==> src/rtl/regfile_wb_arbiter_if.sv <==
// Writeback bus between the three requesters (ALU, LSU, CSR) and the arbiter,
// plus the registered register-file write port the arbiter drives.
//   master : requester side (drives valid/rd_addr/data, observes ready and write port)
//   slave  : arbiter side (drives ready and the write port)
interface regfile_wb_arbiter_if #(
   parameter int unsigned XLEN       = 32,
   parameter int unsigned REG_ADDR_W = 5
);
   logic                  alu_valid;
   logic [REG_ADDR_W-1:0] alu_rd_addr;
   logic [XLEN-1:0]       alu_data;
   logic                  alu_ready;

   logic                  lsu_valid;
   logic [REG_ADDR_W-1:0] lsu_rd_addr;
   logic [XLEN-1:0]       lsu_data;
   logic                  lsu_ready;

   logic                  csr_valid;
   logic [REG_ADDR_W-1:0] csr_rd_addr;
   logic [XLEN-1:0]       csr_data;
   logic                  csr_ready;

   logic                  wr_en;
   logic [REG_ADDR_W-1:0] wr_addr;
   logic [XLEN-1:0]       wr_data;

   modport master (
      output alu_valid, alu_rd_addr, alu_data,
      output lsu_valid, lsu_rd_addr, lsu_data,
      output csr_valid, csr_rd_addr, csr_data,
      input  alu_ready, lsu_ready, csr_ready,
      input  wr_en, wr_addr, wr_data
   );

   modport slave (
      input  alu_valid, alu_rd_addr, alu_data,
      input  lsu_valid, lsu_rd_addr, lsu_data,
      input  csr_valid, csr_rd_addr, csr_data,
      output alu_ready, lsu_ready, csr_ready,
      output wr_en, wr_addr, wr_data
   );
endinterface

==> src/rtl/regfile_wb_arbiter.sv <==
// Round-robin arbiter for the single register-file write port.
// Ports:
//   clk, rst_n        clock, asynchronous active-low reset
//   halt              blocks all grants and freezes the round-robin pointer
//   wb                writeback bus (requester handshakes + registered write port)
//   rs1/rs2_addr      operand read addresses
//   rs1/rs2_fwd_hit   in-flight write targets the operand (combinational)
//   contention_cnt    saturating count of contended cycles
module regfile_wb_arbiter #(
   parameter int unsigned XLEN       = 32,
   parameter int unsigned REG_ADDR_W = 5,
   parameter int unsigned CNT_W      = 16
) (
   input  logic                  clk,
   input  logic                  rst_n,
   input  logic                  halt,
   regfile_wb_arbiter_if.slave   wb,
   input  logic [REG_ADDR_W-1:0] rs1_addr,
   input  logic [REG_ADDR_W-1:0] rs2_addr,
   output logic                  rs1_fwd_hit,
   output logic                  rs2_fwd_hit,
   output logic [CNT_W-1:0]      contention_cnt
);

   localparam int unsigned NUM_REQ = 3;

   logic [1:0]            rr_ptr_q, rr_ptr_d;
   logic                  wr_en_q, wr_en_d;
   logic [REG_ADDR_W-1:0] wr_addr_q, wr_addr_d;
   logic [XLEN-1:0]       wr_data_q, wr_data_d;
   logic [CNT_W-1:0]      cnt_q, cnt_d;

   logic [NUM_REQ-1:0]    req_vld;
   logic [1:0]            start_idx;
   logic [2:0]            scan_idx;
   logic                  gnt_found;
   logic [1:0]            gnt_idx;
   logic                  xfer;
   logic [REG_ADDR_W-1:0] sel_addr;
   logic [XLEN-1:0]       sel_data;
   logic                  multi_vld;
   logic                  contended;

   assign req_vld   = {wb.csr_valid, wb.lsu_valid, wb.alu_valid};
   // Illegal pointer value 3 behaves as ALU-first.
   assign start_idx = (rr_ptr_q == 2'd3) ? 2'd0 : rr_ptr_q;

   // First valid requester scanning from the pointer, wrapping modulo 3.
   always_comb begin
      gnt_found = 1'b0;
      gnt_idx   = 2'd0;
      scan_idx  = 3'd0;
      for (int k = 0; k < 3; k++) begin
         scan_idx = 3'(start_idx) + 3'(k);
         if (scan_idx >= 3'd3) scan_idx = scan_idx - 3'd3;
         if (!gnt_found && req_vld[scan_idx[1:0]]) begin
            gnt_found = 1'b1;
            gnt_idx   = scan_idx[1:0];
         end
      end
   end

   // Grant is suppressed by halt and held off entirely during reset.
   assign xfer = gnt_found & ~halt & rst_n;

   assign wb.alu_ready = xfer & (gnt_idx == 2'd0);
   assign wb.lsu_ready = xfer & (gnt_idx == 2'd1);
   assign wb.csr_ready = xfer & (gnt_idx == 2'd2);

   // Winning payload mux.
   always_comb begin
      sel_addr = wb.alu_rd_addr;
      sel_data = wb.alu_data;
      case (gnt_idx)
         2'd1:    begin sel_addr = wb.lsu_rd_addr; sel_data = wb.lsu_data; end
         2'd2:    begin sel_addr = wb.csr_rd_addr; sel_data = wb.csr_data; end
         default: begin sel_addr = wb.alu_rd_addr; sel_data = wb.alu_data; end
      endcase
   end

   assign multi_vld = (req_vld[0] & req_vld[1]) | (req_vld[0] & req_vld[2]) |
                      (req_vld[1] & req_vld[2]);
   assign contended = halt ? (|req_vld) : multi_vld;

   // Next-state: pointer, output stage and debug counter.
   always_comb begin
      rr_ptr_d  = rr_ptr_q;
      wr_en_d   = 1'b0;
      wr_addr_d = wr_addr_q;
      wr_data_d = wr_data_q;
      cnt_d     = cnt_q;
      if (xfer) begin
         rr_ptr_d = (gnt_idx == 2'd2) ? 2'd0 : gnt_idx + 2'd1;
         // Writes to x0 are accepted but never reach the register file.
         if (sel_addr != '0) begin
            wr_en_d   = 1'b1;
            wr_addr_d = sel_addr;
            wr_data_d = sel_data;
         end
      end
      if (contended && (cnt_q != {CNT_W{1'b1}})) cnt_d = cnt_q + CNT_W'(1);
   end

   always_ff @(posedge clk or negedge rst_n) begin
      if (!rst_n) begin
         rr_ptr_q  <= 2'd0;
         wr_en_q   <= 1'b0;
         wr_addr_q <= '0;
         wr_data_q <= '0;
         cnt_q     <= '0;
      end else begin
         rr_ptr_q  <= rr_ptr_d;
         wr_en_q   <= wr_en_d;
         wr_addr_q <= wr_addr_d;
         wr_data_q <= wr_data_d;
         cnt_q     <= cnt_d;
      end
   end

   assign wb.wr_en        = wr_en_q;
   assign wb.wr_addr      = wr_addr_q;
   assign wb.wr_data      = wr_data_q;
   assign contention_cnt  = cnt_q;

   // Forwarding from the in-flight write; x0 never forwards.
   assign rs1_fwd_hit = wr_en_q & (wr_addr_q == rs1_addr) & (rs1_addr != '0);
   assign rs2_fwd_hit = wr_en_q & (wr_addr_q == rs2_addr) & (rs2_addr != '0);

endmodule
==> src/flat_wrapper.sv <==
// flat-port wrapper written by rule: the top's interface ports become plain ports
module regfile_wb_arbiter_flat 
#(
   parameter int unsigned XLEN       = 32,
   parameter int unsigned REG_ADDR_W = 5,
   parameter int unsigned CNT_W      = 16
)
  (clk, rst_n, halt, rs1_addr, rs2_addr, rs1_fwd_hit, rs2_fwd_hit, contention_cnt, wb_alu_valid, wb_alu_rd_addr, wb_alu_data, wb_lsu_valid, wb_lsu_rd_addr, wb_lsu_data, wb_csr_valid, wb_csr_rd_addr, wb_csr_data, wb_alu_ready, wb_lsu_ready, wb_csr_ready, wb_wr_en, wb_wr_addr, wb_wr_data);
  regfile_wb_arbiter_if #(.XLEN(XLEN), .REG_ADDR_W(REG_ADDR_W)) wb_i ();
  input  logic clk;
  input  logic rst_n;
  input  logic halt;
  input  logic [REG_ADDR_W-1:0] rs1_addr;
  input  logic [REG_ADDR_W-1:0] rs2_addr;
  output logic rs1_fwd_hit;
  output logic rs2_fwd_hit;
  output logic [CNT_W-1:0] contention_cnt;
  input wire logic [$bits(wb_i.alu_valid)-1:0] wb_alu_valid;
  input wire logic [$bits(wb_i.alu_rd_addr)-1:0] wb_alu_rd_addr;
  input wire logic [$bits(wb_i.alu_data)-1:0] wb_alu_data;
  input wire logic [$bits(wb_i.lsu_valid)-1:0] wb_lsu_valid;
  input wire logic [$bits(wb_i.lsu_rd_addr)-1:0] wb_lsu_rd_addr;
  input wire logic [$bits(wb_i.lsu_data)-1:0] wb_lsu_data;
  input wire logic [$bits(wb_i.csr_valid)-1:0] wb_csr_valid;
  input wire logic [$bits(wb_i.csr_rd_addr)-1:0] wb_csr_rd_addr;
  input wire logic [$bits(wb_i.csr_data)-1:0] wb_csr_data;
  output wire logic [$bits(wb_i.alu_ready)-1:0] wb_alu_ready;
  output wire logic [$bits(wb_i.lsu_ready)-1:0] wb_lsu_ready;
  output wire logic [$bits(wb_i.csr_ready)-1:0] wb_csr_ready;
  output wire logic [$bits(wb_i.wr_en)-1:0] wb_wr_en;
  output wire logic [$bits(wb_i.wr_addr)-1:0] wb_wr_addr;
  output wire logic [$bits(wb_i.wr_data)-1:0] wb_wr_data;
  assign wb_i.alu_valid = wb_alu_valid;
  assign wb_i.alu_rd_addr = wb_alu_rd_addr;
  assign wb_i.alu_data = wb_alu_data;
  assign wb_i.lsu_valid = wb_lsu_valid;
  assign wb_i.lsu_rd_addr = wb_lsu_rd_addr;
  assign wb_i.lsu_data = wb_lsu_data;
  assign wb_i.csr_valid = wb_csr_valid;
  assign wb_i.csr_rd_addr = wb_csr_rd_addr;
  assign wb_i.csr_data = wb_csr_data;
  assign wb_alu_ready = wb_i.alu_ready;
  assign wb_lsu_ready = wb_i.lsu_ready;
  assign wb_csr_ready = wb_i.csr_ready;
  assign wb_wr_en = wb_i.wr_en;
  assign wb_wr_addr = wb_i.wr_addr;
  assign wb_wr_data = wb_i.wr_data;
  regfile_wb_arbiter #(.XLEN(XLEN), .REG_ADDR_W(REG_ADDR_W), .CNT_W(CNT_W)) u_core (.clk(clk), .rst_n(rst_n), .halt(halt), .wb(wb_i), .rs1_addr(rs1_addr), .rs2_addr(rs2_addr), .rs1_fwd_hit(rs1_fwd_hit), .rs2_fwd_hit(rs2_fwd_hit), .contention_cnt(contention_cnt));
endmodule
==> config.mk <==
export PLATFORM = sky130hd
export DESIGN_NAME = regfile_wb_arbiter_flat
export DESIGN_NICKNAME = d
export VERILOG_FILES = /design/src/rtl/regfile_wb_arbiter_if.sv /design/src/rtl/regfile_wb_arbiter.sv /design/src/flat_wrapper.sv
export SDC_FILE = /design/constraint.sdc
export NUM_CORES = 1
export LEC_CHECK = 0
export CAP_MARGIN = 20
export CORE_AREA = 2 2 97 99
export DETAILED_ROUTE_END_ITERATION = 6
export DIE_AREA = 0 0 99 101
export PLACE_DENSITY = 0.76
export RECOVER_POWER = 25
export SLEW_MARGIN = 40
export SYNTH_ARGS = -nofsm -noshare
export SYNTH_HDL_FRONTEND = slang
export SYNTH_SLANG_ARGS = --single-unit
==> constraint.sdc <==
create_clock -name clk -period 5.9 [get_ports clk]
set_clock_uncertainty 0.05 [all_clocks]
set_input_delay 0.59 -clock clk [delete_from_list [all_inputs] [get_ports clk]]
set_output_delay 0.59 -clock clk [all_outputs]
set_load 0.1 [all_outputs]
==> results.md, run 1 <==
* RSZ-0062 raised after global routing: false
* Routed Antenna Nets at 0
* Post-synth top area cell: dfrtp_1
* Top cells by count, synth: 56 x dfrtp_1, 44 x nor2_1, 42 x a21oi_1, 37 x a22oi_1, 20 x mux2_2
* Failing checks: capacitance limit, slew limit
* Die height at about 100 µm
* Global routing's busiest layer: met2
* Setup-failing EPs final at 0
* Die X-Extent at a little under 100 µm
* Max-slew violation count at 57
* CP peak stage delay at 0.79 ns
* Fin crit share at 72.1%
* Clk_lat worst skew at 0.31 ns
* R2r setup slk at 1.64 ns
* Synthesized flop and latch total at 56
* Met2 usage at 37.3%
* Reg-to-Reg End: u_core.wb.wr_data[22]
* Critical Path Sink Type: flop
* Status: finished, violations left
* Cells after Synth at about 350
* Hold Vio Cnt, Final at 0
* Distinct cells, synth at 47
* Share of the synthesized area in the top cell type at 40.4%
* Global Route met1 Usage at 22.3%
* Buffer depth of the longest clock path at 2
* Synth warn at 0
* Worst setup startpoint: u_core.rr_ptr_q[0]
* Maximum clock rate at about 230 MHz
* Crit path to: u_core.wb.wr_data[22]
* HP Class: flop to flop
* Port Buffer Count at 185
* H-Tree Depth at 2
* Ant diodes at 0
* Critical R2R Launch: u_core.rr_ptr_q[0]
* DR WL/cell at 16.3 µm
* Met3 Use GR at 5.62%
* Global-route usage over all layers at 19.8%
* Hpwl dp at about 8 mm
* Post-synthesis sequential area ratio at between 40% and 50%
* Initial DRC Count at 123
* Ranking of synthesized cells by area: dfrtp_1 40%, a22oi_1 8.0%, mux2_4 7.8%
* # fillers at 771
* Total setup buffers inserted after CTS at 0
* Syn_nets at 484
* Initial antenna violation count at 0
* CP cell instances: inv_1 -> ha_1 -> nor2b_1 -> o21ai_1 -> nand2_1 -> o31a_1 -> ha_2 -> nor2_1 -> a21oi_1 -> nor4_1 -> a21boi_4 -> buf_12 -> mux2_2
* Vias in the first global route at between 3000 and 4000
* CTS sink count at 56
* Number of synthesized flops with an enable pin at 0
* NumNets Final at 661
* Reg clk slew, reported paths at 0.10 ns
* Root buffer cell: clkbuf_8
* Core area at 8980 µm²
* Startpoint class of the critical path: flop
* Row cnt at 35
* Pre-antenna DRT Iters at 4
* Final wirelength at roughly 10 mm
* First-pass GRT wire length at 16.0 mm
* Slew margin rel. at -96.3%
* Resized cells post-CTS at 0
* TritonCTS clock tree: yes
* Initial Util at 38.6%
* Crit Path Max Fanout at between 40 and 50
* Post-Synthesis Cell Area at 3470 µm²
* Largest net degree at the start of global routing at 57
* Max cap viols at 1
* Clock buffer count from CTS at 5
* Die footprint at roughly 10000 µm²
* Crit path time final at about 4.3 ns
* Residual DRC at 0
* CP Data Required Time at 6.05 ns
* Worst-Margin Slew at 2.94 ns
* Cell with the largest stage delay on the worst path: ha_2
* GP Congestion at 0.872
* Vias per cell at 5.25
* Io pins at about 190
* Share of cells above drive strength 1 at a little over a fifth
* R2R cell count at 13
* Hold Buf Count CTS at 0
* Critical Path AT at 4.41 ns
* Most common cell in the synthesized netlist: dfrtp_1
* Via count at 3342
* Setup_tns at 0 ns
* P&R area growth vs syn at 49.6%
* Main synth FF type: dfrtp_1
* Async set or reset register ratio after synthesis at 100%
* Avg Cell Area, Syn at 9.99 µm²
* Critical path class: flop to flop
* Gr ovfl total at 0
==> per-stage QoR <==
stage               instance area [µm²]  worst slack, ns  util (%)  hold slack, ns  cells
finish                             5180             1.64      57.8           0.451    636
global placement                   5390             1.45      60.0           0.436    628
CTS                                5180             1.51      57.8           0.448    636
floorplan                          3470             2.33         -           0.244    347
detailed placement                 5100             1.25      56.8           0.427    628
global route                       5180             1.31      57.8           0.473    636
==> worst min path at each step <==
stage | start | cells after the start | endpoint | slack (ns)
after floorplan | rst_n | 0 | u_core.contention_cnt[0] | 0.24
after global placement | u_core.contention_cnt[4] | 1 | u_core.contention_cnt[4] | 0.44
after detailed placement | u_core.contention_cnt[4] | 1 | u_core.contention_cnt[4] | 0.43
after CTS | rst_n | 2 | u_core.rr_ptr_q[0] | 0.45
after global routing | u_core.contention_cnt[4] | 1 | u_core.contention_cnt[4] | 0.47
final | u_core.contention_cnt[4] | 1 | u_core.contention_cnt[4] | 0.45
==> layer usage <==
metal	vias up	share of wire [%]
met2	123	52
met5	-	0
met4	0	0.69
met3	7	8.4
li1	1619	-
met1	1593	39
==> layout by cell type (no fill, tap or decap), types with 3 or more instances in the layout <==
cell,instances
nor3_1,5
xnor2_1,8
inv_1,6
dfrtp_1,56
ha_1,7
and3_1,4
nor4_1,5
nand4_1,3
clkbuf_8,5
a22oi_1,37
mux2i_1,3
nand2_1,15
ha_2,3
mux2_2,20
a21oi_1,42
mux2_4,18
xor2_1,9
and2_1,4
buf_2,57
clkdlybuf4s50_1,125
nor2_1,44
nand2b_1,3
buf_4,5
clkbuf_1,4
o21ai_0,6
nand3_1,3
==> area by class of cell <==
type / instances / area [µm²] / area share (%)
repair buffers: 190 / 1600 / 30.9
clock buffers: 7 / 76.3 / 1.47
clock inverters: 1 / 8.76 / 0.169
inverters: 6 / 22.5 / 0.434
well taps: 111 / 139 / 2.68
flip-flops and latches: 56 / 1400 / 27.0
multi-input cells: 265 / 1940 / 37.3
==> cell families after synthesis <==
| group | count (synthesis) | synth area share [%] |
|---|---|---|
| XOR/XNOR | 17 | 4.30 |
| AO/OA/AOI/OAI | 103 | 19.6 |
| flip-flops | 56 | 40.4 |
| multiplexers | 41 | 15.2 |
| AND/OR/NAND/NOR | 93 | 12.5 |
| adder cells (fa/ha/maj) | 11 | 3.90 |
| buffers and inverters | 26 | 4.15 |
==> state kept, by name, summed over array words and instances, names as in the netlist <==
signal,cells
u_core.contention_cnt,16
u_core.wb.wr_en,1
u_core.wb.wr_data,32
u_core.rr_ptr_q,2
u_core.wb.wr_addr,5
==> worst max-delay path: cells and delay by family, from the launching register on <==
kind | cells | cell delay, ns
buf+inv | 2 | 0.36
flops | 1 | 0.40
simple gates | 4 | 0.44
compound gates | 4 | 1.34
fa+ha+maj | 2 | 1.18
mux | 1 | 0.36
Power of run 1 is left out: the tool's default activity adds up to more than one toggle a clock period on the data nets, which glitch-free logic cannot reach.
==> run 2, diff against run 1 <==
==> constraint.sdc (replaced) <==
create_clock -name clk -period 3.97 [get_ports clk]
set_clock_uncertainty 0.05 [all_clocks]
set_input_delay 0.397 -clock clk [delete_from_list [all_inputs] [get_ports clk]]
set_output_delay 0.397 -clock clk [all_outputs]
set_load 0.1 [all_outputs]
==> results.md, run 2 (same netlist as run 1, synthesis figures left out) <==
* Buffer depth of the longest clock path at 2 (unchanged)
* Port Buffer Count at 185 (unchanged)
* CP cell instances: inv_1 -> ha_1 -> nor2b_1 -> o21ai_1 -> nand2_1 -> o31a_1 -> ha_1 -> a22oi_1 -> a21oi_1 -> nor4_1 -> a21boi_4 -> buf_4 -> mux2_4
* Placed inst area at 5150 µm² (+0.98%)
* Max cap viols at 1 (unchanged)
* TritonCTS clock tree: yes
* Clk_lat worst skew at 0.30 ns (about the same)
* Clock buffer count from CTS at 5 (unchanged)
* Critical Path AT at 3.80 ns (-0.61 ns)
* Largest net degree at the start of global routing at 57 (unchanged)
* Worst-Margin Slew at 2.87 ns (-0.0765 ns)
* R2R cell count at 13 (unchanged)
* Residual DRC at 0 (unchanged)
* Global-route usage over all layers at 19.3% (-0.51 points)
* # fillers at 779 (+1.0%)
* CP delay by family, top: compound AO/OA/AOI/OAI gates
* Commonest non-fill, non-tap cells in the layout: 125 x clkdlybuf4s50_1, 56 x dfrtp_1, 54 x buf_2
* Crit path time final at 3.66 ns (-0.596 ns)
* R2r setup slk at 0.31 ns (-1.33 ns)
* Die footprint at 10000 µm² (unchanged)
* Via count at 3316 (-0.78%)
* Initial DRC Count at 116 (-5.7%)
* Vias in the first global route at 3165 (-2.2%)
* CP peak stage delay at 0.51 ns (-0.28 ns)
* Cell with the largest stage delay on the worst path: nor4_1
* Worst hold endpoint: u_core.contention_cnt[4]
* CTS sink count at 56 (unchanged)
* Reg clk slew, reported paths at 0.09 ns (about the same)
* Die height at 101 µm (unchanged)
* Setup-failing EPs final at 0 (unchanged)
* Max reg flops at 32 (unchanged)
* Core area at 8980 µm² (unchanged)
* Critical path class: flop to flop
* Gr ovfl total at 0 (unchanged)
* Initial antenna violation count at 0 (unchanged)
* HP Class: flop to flop
* P&R area growth vs syn at 51.2%
* Routed Antenna Nets at 0 (unchanged)
* Resized cells post-CTS at 0 (unchanged)
* Status: finished, violations left
* Root buffer cell: clkbuf_8
* Maximum clock rate at 273 MHz (+16%)
* GP Congestion at 0.901 (+3.3%)
* Hold path cells at 1 (unchanged)
* Total setup buffers inserted after CTS at 0 (unchanged)
* CP Data Required Time at 4.11 ns (-1.94 ns)
* Hold Vio Cnt, Final at 0 (unchanged)
* First-pass GRT wire length at 15.6 mm (-2.3%)
* H-Tree Depth at 2 (unchanged)
* Failing checks: capacitance limit, slew limit
* Initial Util at 38.6% (unchanged)
* Critical R2R Launch: u_core.rr_ptr_q[0]
* Max-slew violation count at 57 (unchanged)
* Worst Hold Launch: u_core.contention_cnt[4]
* NumNets Final at 665 (+0.61%)
* Commonest non-fill, non-tap cell in the layout: clkdlybuf4s50_1
* Post-route design area at 5240 µm² (+1.1%)
* Critical Path Sink Type: flop
* Pre-antenna DRT Iters at 4 (unchanged)
* Cell mode on critical path: ha_1
* Startpoint class of the critical path: flop
* Fin crit share at 92.2% (+20 points)
* Reg-to-Reg End: u_core.wb.wr_data[10]
* Row cnt at 35 (unchanged)
* Crit Path Max Fanout at 24 (-43%)
* RSZ-0062 raised after global routing: false
* Share of cells above drive strength 1 at 22.3% (+0.59 points)
* Hold Buf Count CTS at 0 (unchanged)
* Vias per cell at 5.18 (-1.4%)
* Worst Slack Setup Final at 0.310 ns (-1.33 ns)
* Ant diodes at 0 (unchanged)
* Area of the multi-input gates at 1930 µm² (-0.26%)
* DR WL/cell at 15.9 µm (-2.4%)
* WP buf/inv at 2 (unchanged)
* Slew margin rel. at -91.2% (+5.1 points)
* Final wirelength at 10.2 mm (-1.8%)
* Pre-CTS setup slack at 0.192 ns (-1.06 ns)
* FF/Latch Area at 1400 µm² (unchanged)
* Io pins at 186 (unchanged)
* Die X-Extent at 99 µm (unchanged)
* Setup_tns at 0 ns (unchanged)
* Hpwl dp at 8.08 mm (+0.34%)
-- run 2: per-stage QoR --
stage               hold WS (ns)  instances  util (%)
CTS                        0.255        640      58.4
global route               0.466        640      58.4
floorplan                 0.0514        347         -
detailed placement         0.423        632      57.4
finish                     0.444        640      58.4
global placement           0.433        632      60.4
-- run 2: per-layer routing --
layer  GRT usage [%]  share of wire, %
met4            3.06              0.39
met3            4.99               8.1
met1            23.0                40
met5               0                 0
met2            35.4                52
-- run 2: worst max-delay path by stage --
| stage | from | cells after the start | endpoint | slack (ns) |
|---|---|---|---|---|
| 2_1_floorplan | u_core.rr_ptr_q[0] | 10 | wb_lsu_ready | 0.59 |
| 3_3_place_gp | wb_lsu_valid | 12 | u_core.wb.wr_data[9] | 0.33 |
| 3_5_place_dp | wb_lsu_valid | 12 | u_core.wb.wr_data[10] | 0.19 |
| 4_1_cts | u_core.rr_ptr_q[0] | 13 | u_core.wb.wr_data[13] | 0.30 |
| 5_1_grt | u_core.rr_ptr_q[0] | 13 | u_core.wb.wr_data[13] | 0.04 |
| 6_report | u_core.rr_ptr_q[0] | 13 | u_core.wb.wr_data[10] | 0.31 |
-- run 2: layout make-up --
cell class              count  area share [%]
inverters                   6           0.430
multi-input cells         265            36.8
repair buffers            194            31.5
clock inverters             2           0.263
well taps                 111            2.65
clock buffers               6            1.58
flip-flops and latches     56            26.7
-- run 2: worst register-to-register path: cells and delay by family, from the launching register on --
family	cells	cell delay, ns
buffers and inverters	2	0.35
flip-flops	1	0.39
adder cells (fa/ha/maj)	2	0.68
AND/OR/NAND/NOR	3	0.70
AO/OA/AOI/OAI	5	1.02
multiplexers	1	0.35
Power of run 2 is left out for the same reason.
==> run 3, diff against run 2 <==
--- a/config.mk
+++ b/config.mk
@@ -11,6 +11,7 @@
 export DIE_AREA = 0 0 99 101
 export PLACE_DENSITY = 0.76
 export RECOVER_POWER = 25
+export REMOVE_ABC_BUFFERS = 1
 export SLEW_MARGIN = 40
 export SYNTH_ARGS = -nofsm -noshare
 export SYNTH_HDL_FRONTEND = slang
==> results.md, run 3 (same netlist as run 1, synthesis figures left out) <==
* Cell with the largest stage delay on the worst path: ha_1
* Area of the multi-input gates at 1940 µm² (+0.45%)
* Gr ovfl total at 0 (unchanged)
* Hpwl dp at 8.04 mm (-0.46%)
* P&R area growth vs syn at 51.4% (about the same)
* R2r setup slk at 0.31 ns (about the same)
* CP delay by family, top: compound AO/OA/AOI/OAI gates
* H-Tree Depth at 2 (unchanged)
* DR WL/cell at 16.0 µm (+0.77%)
* Critical Path Sink Type: flop
* CP Data Required Time at 4.12 ns (about the same)
* CTS sink count at 56 (unchanged)
* Critical Path AT at 3.81 ns (about the same)
* Die X-Extent at 99 µm (unchanged)
* Final wirelength at 10.3 mm (+0.92%)
* TritonCTS clock tree: yes
* HP Class: primary input to async pin
* Cell mode on critical path: ha_1
* Reg clk slew, reported paths at 0.10 ns (about the same)
* Global-route usage over all layers at 19.6% (+0.32 points)
* WP buf/inv at 2 (unchanged)
* Initial antenna violation count at 0 (unchanged)
* Commonest non-fill, non-tap cells in the layout: 125 x clkdlybuf4s50_1, 56 x dfrtp_1, 54 x buf_2
* Clk_lat worst skew at 0.30 ns (about the same)
* Failing checks: capacitance limit, slew limit
* CP cell instances: inv_1 -> ha_1 -> nor2b_1 -> o21ai_1 -> nand2_1 -> o31a_1 -> ha_1 -> a22oi_1 -> a21oi_1 -> nor4_2 -> a21boi_4 -> buf_4 -> mux2_4
* Core area at 8980 µm² (unchanged)
* Reg-to-Reg End: u_core.wb.wr_data[5]
* Largest net degree at the start of global routing at 57 (unchanged)
* Crit Path Max Fanout at 20 (-17%)
* Buffer depth of the longest clock path at 2 (unchanged)
* Hold Buf Count CTS at 0 (unchanged)
* Routed Antenna Nets at 0 (unchanged)
* Die height at 101 µm (unchanged)
* Commonest non-fill, non-tap cell in the layout: clkdlybuf4s50_1
* RSZ-0062 raised after global routing: false
* Maximum clock rate at 273 MHz (-0.12%)
* FF/Latch Area at 1400 µm² (unchanged)
* R2R cell count at 13 (unchanged)
* Worst-Margin Slew at 2.27 ns (-0.598 ns)
* Share of cells above drive strength 1 at 22.5% (+0.15 points)
* Via count at 3374 (+1.7%)
* NumNets Final at 666 (+0.15%)
* Resized cells post-CTS at 0 (unchanged)
* Fin crit share at 92.3% (+0.11 points)
* Slew margin rel. at -51.3% (+40 points)
* Ant diodes at 0 (unchanged)
* Io pins at 186 (unchanged)
* Hold_ws at 0.305 ns (-0.139 ns)
* Vias per cell at 5.26 (+1.6%)
* Max reg flops at 32 (unchanged)
* Total setup buffers inserted after CTS at 0 (unchanged)
* Initial Util at 38.6% (unchanged)
* GP Congestion at 0.891 (-1.1%)
* Port Buffer Count at 185 (unchanged)
* Row cnt at 35 (unchanged)
* Max cap viols at 1 (unchanged)
* First-pass GRT wire length at 15.9 mm (+1.9%)
* Root buffer cell: clkbuf_8
* Crit path time final at 3.66 ns (+0.00449 ns)
* Clock buffer count from CTS at 5 (unchanged)
* Status: finished, violations left
* Pre-antenna DRT Iters at 4 (unchanged)
* Critical path class: flop to flop
* Critical R2R Launch: u_core.rr_ptr_q[0]
* Vias in the first global route at 3177 (+0.38%)
* Residual DRC at 0 (unchanged)
* # fillers at 812 (+4.2%)
* Startpoint class of the critical path: flop
* Die footprint at 10000 µm² (unchanged)
* Max-slew violation count at 42 (-26%)
* Initial DRC Count at 104 (-10%)
* Hold Vio Cnt, Final at 0 (unchanged)
* CP peak stage delay at 0.40 ns (-0.11 ns)
* Setup-failing EPs final at 0 (unchanged)
## run 3: cell count changes in the layout (fill, tap and decap cells not counted), sizes merged
cell	before	now
clkbuf	8	9
inv	7	6
clkinvlp	0	1
## run 3: how the worst max path moves through the flow
stage / slack [ns] / endpoint / cells after the start / from
after detailed placement: 0.15 / u_core.wb.wr_data[5] / 13 / wb_lsu_valid
after global placement: 0.24 / u_core.wb.wr_data[4] / 12 / wb_lsu_valid
after CTS: 0.19 / u_core.wb.wr_data[5] / 13 / u_core.rr_ptr_q[0]
final: 0.31 / u_core.wb.wr_data[5] / 13 / u_core.rr_ptr_q[0]
after floorplan: -1.29 / u_core.wb.wr_addr[1] / 10 / u_core.rr_ptr_q[0]
after global routing: 0.08 / u_core.wb.wr_data[5] / 13 / u_core.rr_ptr_q[0]
## run 3: layout make-up
class | count | area share (%)
clock buffer | 6 | 1.38
sequential | 56 | 26.7
clock inverter | 2 | 0.310
inverter | 6 | 0.429
multi-input combinational | 265 | 37.0
timing repair buffer | 195 | 31.6
tap | 111 | 2.65
## run 3: per-stage QoR
step | cell area [µm²] | setup WS (ns) | std cells | TNS [ns] | utilization, %
2_1_floorplan | 3340 | -1.29 | 327 | -47.09 | -
3_3_place_gp | 5420 | 0.242 | 632 | 0 | 60.4
3_5_place_dp | 5150 | 0.151 | 632 | 0 | 57.4
4_1_cts | 5240 | 0.188 | 640 | 0 | 58.4
5_1_grt | 5250 | 0.0830 | 641 | 0 | 58.4
6_report | 5250 | 0.306 | 641 | 0 | 58.4
## run 3: worst register-to-register path: stages (launching register included)
cell	delay [ns]
dfrtp_1	0.39
inv_1	0.08
ha_1	0.40
nor2b_1	0.07
o21ai_1	0.32
nand2_1	0.12
o31a_1	0.29
ha_1	0.38
a22oi_1	0.26
a21oi_1	0.12
nor4_2	0.39
a21boi_4	0.10
buf_4	0.25
mux2_4	0.34
## run 3: metal layers
metal | vias up | wire length, µm | track usage, %
met1 | 1588 | 4250 | 24.7
met4 | 0 | 125 | 4.11
met5 | - | 0 | 0
met3 | 11 | 729 | 4.16
li1 | 1630 | - | -
met2 | 145 | 5180 | 34.8
Power of run 3 is left out for the same reason.
